`config.mk`:
```
export PLATFORM = sky130hd
export DESIGN_NAME = noc_port_arbiter
export DESIGN_NICKNAME = d
export VERILOG_FILES = /design/src/rtl/noc_port_arbiter.sv
export SDC_FILE = /design/constraint.sdc
export NUM_CORES = 1
export LEC_CHECK = 0
export CORE_UTILIZATION = 41
export DETAILED_ROUTE_END_ITERATION = 8
export PLACE_DENSITY = 0.84
export SLEW_MARGIN = 15
export SYNTH_ARGS = -nofsm -noshare
export SYNTH_HDL_FRONTEND = slang
export SYNTH_SLANG_ARGS = --single-unit
export TNS_END_PERCENT = 5
```
`constraint.sdc`:
```
create_clock -name clk -period 3.9 [get_ports clk]
set_input_delay 0.78 -clock clk [delete_from_list [all_inputs] [get_ports clk]]
set_output_delay 0.78 -clock clk [all_outputs]
set_load 0.05 [all_outputs]
```
`src/rtl/noc_port_arbiter.sv`:
```
// -----------------------------------------------------------------------------
// noc_port_arbiter
//
// Registered N-input packet arbiter for one NoC router output channel.
// While idle, the block picks one requesting input port. The search is
// round-robin from a rotating pointer, or fixed priority (lowest index first)
// when FIXED_PRIO is set. It then locks onto that port and forwards its flits
// into a one-deep output register. The lock is released when the tail flit
// has been accepted.
//
// Ports
//   clk        sole clock, rising edge
//   rst        asynchronous active-high reset
//   in_req     per-port "flit available" (head or body)
//   in_tail    per-port "presented flit is the packet tail"
//   in_flit    per-port flit, port i at [i*FLIT_W +: FLIT_W]
//   in_ack     one-hot pop strobe to the owning port (combinational)
//   out_valid  output register holds a flit
//   out_ready  downstream accepts the flit this cycle
//   out_flit   registered flit
//   out_port   source port index of out_flit
//   grant      registered one-hot owner, all-zero while idle
//   busy       high while a port owns the channel
// -----------------------------------------------------------------------------
module noc_port_arbiter #(
  parameter int NUM_PORTS  = 5,
  parameter int FLIT_W     = 32,
  parameter int FIXED_PRIO = 0,
  localparam int PORT_W    = (NUM_PORTS > 1) ? $clog2(NUM_PORTS) : 1
) (
  input  logic                        clk,
  input  logic                        rst,
  input  logic [NUM_PORTS-1:0]        in_req,
  input  logic [NUM_PORTS-1:0]        in_tail,
  input  logic [NUM_PORTS*FLIT_W-1:0] in_flit,
  output logic [NUM_PORTS-1:0]        in_ack,
  output logic                        out_valid,
  input  logic                        out_ready,
  output logic [FLIT_W-1:0]           out_flit,
  output logic [PORT_W-1:0]           out_port,
  output logic [NUM_PORTS-1:0]        grant,
  output logic                        busy
);

  // Port count at the width of the candidate sum, used for modulo wrap.
  localparam logic [PORT_W:0] NUM_PORTS_W = (PORT_W+1)'(NUM_PORTS);

  typedef enum logic {
    IDLE   = 1'b0,
    LOCKED = 1'b1
  } state_t;

  state_t                 state_reg;
  state_t                 state_next;

  logic [PORT_W-1:0]      ptr_reg;
  logic [PORT_W-1:0]      ptr_next;
  logic [PORT_W-1:0]      sel_reg;
  logic [NUM_PORTS-1:0]   grant_reg;
  logic                   out_valid_reg;
  logic [FLIT_W-1:0]      out_flit_reg;
  logic [PORT_W-1:0]      out_port_reg;

  // ---------------------------------------------------------------------------
  // Winner search
  // Candidate k is port (start + k) mod NUM_PORTS. Both start and k are below
  // NUM_PORTS, so one conditional subtraction performs the wrap.
  // ---------------------------------------------------------------------------
  logic [PORT_W-1:0]      search_start;
  logic [PORT_W:0]        cand_sum [NUM_PORTS];
  logic [PORT_W-1:0]      cand_idx [NUM_PORTS];
  logic [NUM_PORTS-1:0]   cand_req;
  logic [PORT_W-1:0]      win_idx;
  logic                   win_found;
  logic [NUM_PORTS-1:0]   win_onehot;

  assign search_start = (FIXED_PRIO != 0) ? '0 : ptr_reg;

  generate
    for (genvar gi = 0; gi < NUM_PORTS; gi++) begin : g_cand
      assign cand_sum[gi] = {1'b0, search_start} + (PORT_W+1)'(gi);
      assign cand_idx[gi] = (cand_sum[gi] >= NUM_PORTS_W)
                            ? PORT_W'(cand_sum[gi] - NUM_PORTS_W)
                            : PORT_W'(cand_sum[gi]);
      assign cand_req[gi] = in_req[cand_idx[gi]];
    end
  endgenerate

  // The lowest-numbered requesting candidate wins. Scanning downward lets the
  // last hit stand, so no early exit is needed.
  always_comb begin
    win_found = 1'b0;
    win_idx   = '0;
    for (int k = NUM_PORTS - 1; k >= 0; k--) begin
      if (cand_req[k]) begin
        win_found = 1'b1;
        win_idx   = cand_idx[k];
      end
    end
  end

  generate
    for (genvar gi = 0; gi < NUM_PORTS; gi++) begin : g_win_onehot
      assign win_onehot[gi] = (win_idx == PORT_W'(gi));
    end
  endgenerate

  // ---------------------------------------------------------------------------
  // Handshake with the owning port
  // ---------------------------------------------------------------------------
  logic                   ack_any;
  logic                   tail_ack;
  logic [FLIT_W-1:0]      sel_flit;

  // The output register can take a new flit when it is empty or being drained.
  logic                   out_slot_free;

  assign out_slot_free = !out_valid_reg || out_ready;
  assign ack_any       = |in_ack;
  assign tail_ack      = ack_any && in_tail[sel_reg];
  assign sel_flit      = in_flit[sel_reg*FLIT_W +: FLIT_W];

  // ---------------------------------------------------------------------------
  // FSM: state register
  // ---------------------------------------------------------------------------
  always_ff @(posedge clk or posedge rst) begin
    if (rst) begin
      state_reg <= IDLE;
    end else begin
      state_reg <= state_next;
    end
  end

  // ---------------------------------------------------------------------------
  // FSM: next-state logic
  // ---------------------------------------------------------------------------
  always_comb begin
    state_next = state_reg;
    case (state_reg)
      IDLE: begin
        if (win_found) begin
          state_next = LOCKED;
        end
      end
      LOCKED: begin
        if (tail_ack) begin
          state_next = IDLE;
        end
      end
      default: state_next = IDLE;
    endcase
  end

  // ---------------------------------------------------------------------------
  // FSM: outputs
  // in_ack depends only on registered state, in_req and out_ready. A request
  // drop mid-packet simply produces no ack (a bubble), and the lock is held.
  // ---------------------------------------------------------------------------
  always_comb begin
    in_ack = '0;
    busy   = 1'b0;
    if (state_reg == LOCKED) begin
      busy = 1'b1;
      if (in_req[sel_reg] && out_slot_free) begin
        in_ack[sel_reg] = 1'b1;
      end
    end
  end

  // ---------------------------------------------------------------------------
  // Round-robin pointer: after a tail, the port following the owner goes
  // first. With fixed priority the pointer never leaves 0.
  // ---------------------------------------------------------------------------
  always_comb begin
    ptr_next = ptr_reg;
    if (tail_ack) begin
      if ((FIXED_PRIO != 0) || (sel_reg == PORT_W'(NUM_PORTS - 1))) begin
        ptr_next = '0;
      end else begin
        ptr_next = sel_reg + PORT_W'(1);
      end
    end
  end

  // ---------------------------------------------------------------------------
  // Owner, grant, pointer and output register
  // ---------------------------------------------------------------------------
  always_ff @(posedge clk or posedge rst) begin
    if (rst) begin
      ptr_reg       <= '0;
      sel_reg       <= '0;
      grant_reg     <= '0;
      out_valid_reg <= 1'b0;
      out_flit_reg  <= '0;
      out_port_reg  <= '0;
    end else begin
      ptr_reg <= ptr_next;

      // Arbitration cycle: load the owner. No flit moves in this cycle.
      if ((state_reg == IDLE) && win_found) begin
        sel_reg   <= win_idx;
        grant_reg <= win_onehot;
      end

      if (tail_ack) begin
        grant_reg <= '0;
      end

      // A new flit takes priority over draining; otherwise the register
      // empties on acceptance and holds under backpressure.
      if (ack_any) begin
        out_flit_reg  <= sel_flit;
        out_port_reg  <= sel_reg;
        out_valid_reg <= 1'b1;
      end else if (out_valid_reg && out_ready) begin
        out_valid_reg <= 1'b0;
      end
    end
  end

  assign grant     = grant_reg;
  assign out_valid = out_valid_reg;
  assign out_flit  = out_flit_reg;
  assign out_port  = out_port_reg;

endmodule

```
# Word-level counts from Yosys, hierarchy flattened
# Index checks and enable logic that the tools add are counted.
# totals
wordCells	89
reg_bits	48
inputBits	173
out_inout_bits	47
# op_classes
addsub	10
order_cmp	12
muxes	42
eq_ne	5
n_shift	1
n_reduce_logical	11
n_bitwise	1
# ops
operator	n
$shiftx 160x9->32	1
$mux 3	11
$lt 3x4->1 const B	6
$bmux 1 s3	7
$mux 5	4
$mux 1	18
$ge 4x3->1 const B	4
$sub 3x3->3 const B	5
$add 3x2->4 const B	2
$eq 3x2->1 const B	2
$eq 3x3->1 const B	2
$logic_and 1x1->1	5
$reduce_or 5->1	1
$add 3x1->4 const B	1
$add 3x3->4 const B	1
$reduce_bool 2->1	2
$add 3x1->3 const B	1
$demux 1 s3	1
$eq 3x1->1 const B	1
$ge 3x1->1 const B	1
$ge 3x3->1 const B	1
$logic_not 3->1	1
$pmux 1 s2	1
$logic_not 1->1	1
2 further kinds	2

# Logic depth before layout (Yosys ltp)
# Gate-level depths: netlist of run 1.
# depth
word_depth	13
depth_mapped	12
mapped_depth_nobuf	11

# Least setup slack after synthesis of run 1
# Ideal clock, no wire load.
# synth_path
path_kind	input to output
start	in in_req[3]
end	out in_ack[0]
path_slack_ns	-0.221
path_buffers	2
stages	6
required_ns	3.120
t_arrival_ns	3.341
path_cell_list	clkbuf_1 -> mux4_1 -> a22o_1 -> nand3_1 -> clkbuf_1 -> nor4_1
# synth_between
elab_chain_len	5
# synth_rtl
item	line_no	source
start: declaration	33	input logic [NUM_PORTS-1:0] in_req,
$bmux 1 s3	164	if (in_req[sel_reg] && out_slot_free) begin
$mux 1 (not written as such)	164	
$logic_and 1x1->1	164	
$mux 5	164	
$mux 5	162	if (state_reg == LOCKED) begin
end: declaration	36	output logic [NUM_PORTS-1:0] in_ack,
# Every way passes these cells. The select of a mux whose other input is x is not followed.

# Worst setup path after layout of run 1
# layout_path
start	in in_req[1]
end	out in_ack[3]
# The elaborated chain is that of the path after synthesis.

==> flow_summary.json, run 1 <==
{
  "cts_resized": 0,
  "grtUsageMet3_pct": 5.63,
  "required_ps": 3120,
  "drive_above_1_share_pct": 14.2,
  "min_from": "out_port[2]",
  "drt_pass1_iterations": 5,
  "largest_reg_flops": 32,
  "core-area_sq_um": 10300,
  "via_per_inst": 5.73,
  "diodes": 0,
  "ys_ff_latch": 48,
  "area_growth_pct": 55.4,
  "fin_util_pct": 65.9,
  "path_buf_inv": 2,
  "slowest_stage": "mux4_1",
  "endpoint_kind": "output port",
  "grt_pass1_vias": 4739,
  "htree_levels": 2,
  "cts_buffers": 5,
  "whs_ps": 501,
  "num_rows": 37,
  "grt_use_met2_pct": 47.7,
  "root_buffer": "clkbuf_8",
  "multi_input_area_sq_um": 2900,
  "grt.overflow.total": 0,
  "tritoncts": "done",
  "cts_buffer_depth": 2,
  "postCtsSetupRepairBufs": 0,
  "fillCellCount": 772,
  "grt_use_total_pct": 27.5,
  "nets": 833,
  "cts.sinks": 48,
  "busiest_layer": "met2",
  "async_flop_share_pct": 100,
  "status": "finished, final reports clean",
  "r2r_start": "ptr_reg[1]",
  "drtIter0Drc": 229,
  "gp_congestion": 0.945,
  "pin_count": 220,
  "vdd_ir_drop_max_mv": 0.560,
  "postCtsHoldBufs": 0,
  "finalMaxSlewViolations": 0,
  "synth_cells": 447,
  "drv_cap": 0,
  "setup_violations": 0,
  "cp-startpoint": "in_req[1]",
  "relSlewSlack_pct": 35.9,
  "worstPathMaxFanout": 4,
  "cts.clk_slew.worst_paths_ps": 90,
  "num_vias": 4505,
  "cp_cell_sequence": "clkdlybuf4s50_1 -> mux4_1 -> a22o_1 -> and3_2 -> nand2_1 -> nor2_1 -> buf_12",
  "grt_pass1_wl_microns": 23800,
  "arrival_ps": 2690,
  "seq_area_sq_um": 1200,
  "synth_nets": 631,
  "start_util_pct": 42.4,
  "hp-class": "reg -> reg",
  "worstSetupPathType": "in -> out",
  "insertion_delay_ps": 300,
  "worst_slew_pin_slew_ps": 960,
  "gr-usage-met1_pct": 32.8,
  "crit_family": "buffers and inverters",
  "die-height_microns": 105,
  "drtAntennaViolNets": 0,
  "drc_errors": 0,
  "grt_max_degree": 49,
  "die_w_microns": 105,
  "synth-seq-area-share_pct": 27.4,
  "hpwl_microns": 12400,
  "cp-start-kind": "primary input",
  "netlist_area_sq_um": 4380,
  "max_freq_ghz": 0.288,
  "ys_types": 83,
  "power_density_nw_per_um2": 862,
  "period_share_pct": 88.9,
  "finClkSkew_ps": 14.9,
  "ys.flop_type": "dfrtp_1",
  "post-route-min-period_ps": 3470,
  "die_area_sq_um": 11100,
  "wire_per_inst_microns": 19.2,
  "io_buffers": 219,
  "syn_area_per_cell_sq_um": 9.79,
  "rsz0062_at_grt": "false",
  "max_stage_delay_ps": 580,
  "power.leakage_nw": 2.63,
  "yosys_warnings": 0,
  "wl_microns": 15100,
  "final_hold_viol_count": 0,
  "fin_setup_tns_ps": 0,
  "synth_edf_count": 0,
  "antenna_found_initial": 0
}
[synthesized netlist by cell type (all sizes together) (4+ instances only)]
cell    count  area, sq um
o21a       11         82.6
nor3        6         35.0
o31ai       6         55.1
or2         4         27.5
mux2i      34          357
xnor2       4         50.1
nand2b      7         43.8
mux4       27          616
buf        19          139
nand2      26         97.6
ha         10          125
and2        4         25.0
a21o        4         30.0
nor2       66          248
a21oi      20          115
a221oi     23          201
o21ai      17         85.1
clkbuf     23         97.6
o221ai      7         61.3
inv        14         52.6
nand3       8         40.0
dfrtp      48         1200
[path summary, 6_finish.rpt]
path,slack [ps],end,cells past startpoint
max in group asynchronous,2210,sel_reg[1],2
worst max register to register,640,grant[0],9
worst max-delay path,430,in_ack[3],7
min in group asynchronous,1030,out_flit[0],2
worst min register to register,500,out_port[2],1
worst min-delay path,500,out_port[2],1
[metal layers]
metal	wire length, microns	vias up
met3	1010	48
li1	-	2093
met2	7530	237
met1	5910	2127
met4	650	0
met5	0	-
[worst reg2reg max path, cell delays in order, from the launching register on]
cell and delay (ps):
dfrtp_1 530, inv_1 190, ha_1 370, mux4_2 530, mux2i_4 180, o2bb2ai_2 120
or3_4 410, o41ai_4 550, nand3_1 180, o41ai_2 80
[through the flow]
| step | cells | cell area, sq um | power (W) | setup WS [ps] |
|---|---|---|---|---|
| floorplan | 447 | 4380 | 0.00427 | 69.4 |
| global placement | 778 | 6700 | 0.00544 | 453 |
| detailed placement | 778 | 6700 | 0.00555 | 371 |
| CTS | 786 | 6800 | 0.00587 | 423 |
| global route | 786 | 6800 | 0.00627 | 324 |
| finish | 786 | 6800 | 0.00586 | 433 |
[cells by family after synthesis]
group / Yosys count / synth area share, %
and+or+nand+nor: 141 / 15.5
AOI/OAI and AO/OA: 123 / 23.1
muxes: 63 / 22.7
buffers and inverters: 56 / 6.60
DFF: 48 / 27.4
adders and majority gates: 11 / 3.32
xor gates and xnor gates: 5 / 1.34
[cells in the final DEF, fill, tap and decap left out, types with 3 or more instances in the layout]
cell,netlist,final
o221ai_1,7,7
clkdlybuf4s50_1,0,214
o21a_1,11,11
mux2i_1,32,32
ha_1,10,10
buf_12,0,5
buf_4,3,18
nand2_1,26,26
a221oi_1,23,23
nor2_1,66,66
a21o_1,4,4
mux4_2,25,25
nor3b_1,3,3
inv_2,2,3
and2_1,4,4
o31ai_1,4,4
inv_1,12,11
nand3_1,8,8
nor3_1,5,4
a21oi_1,18,18
a211oi_1,3,3
o21ai_0,15,15
dfrtp_1,48,46
clkbuf_8,1,6
nand2b_1,7,7
[area by class of cell]
| class | instances | share of cell area, % |
|---|---|---|
| Sequential cell | 48 | 17.7 |
| Tap cell | 136 | 2.50 |
| Multi-Input combinational cell | 343 | 42.6 |
| Inverter | 14 | 0.773 |
| Timing Repair Buffer | 237 | 35.0 |
| Clock inverter | 2 | 0.221 |
| Clock buffer | 6 | 1.21 |
[where the power goes]
part           total [W]  leakage [nW]  internal (W)  switching, W
clock           0.000307        0.0434      0.000144      0.000163
combinational    0.00458          2.02       0.00186       0.00272
sequential      0.000971         0.565      0.000749      0.000222
No activity file was read; power rests on OpenSTA's default activity.
==> inputs of run 2 (changes only) <==
CORE_MARGIN = 1   (was not set)
==> results of run 2 <==
Final layout, timing and power as in run 1 (identical DEF).
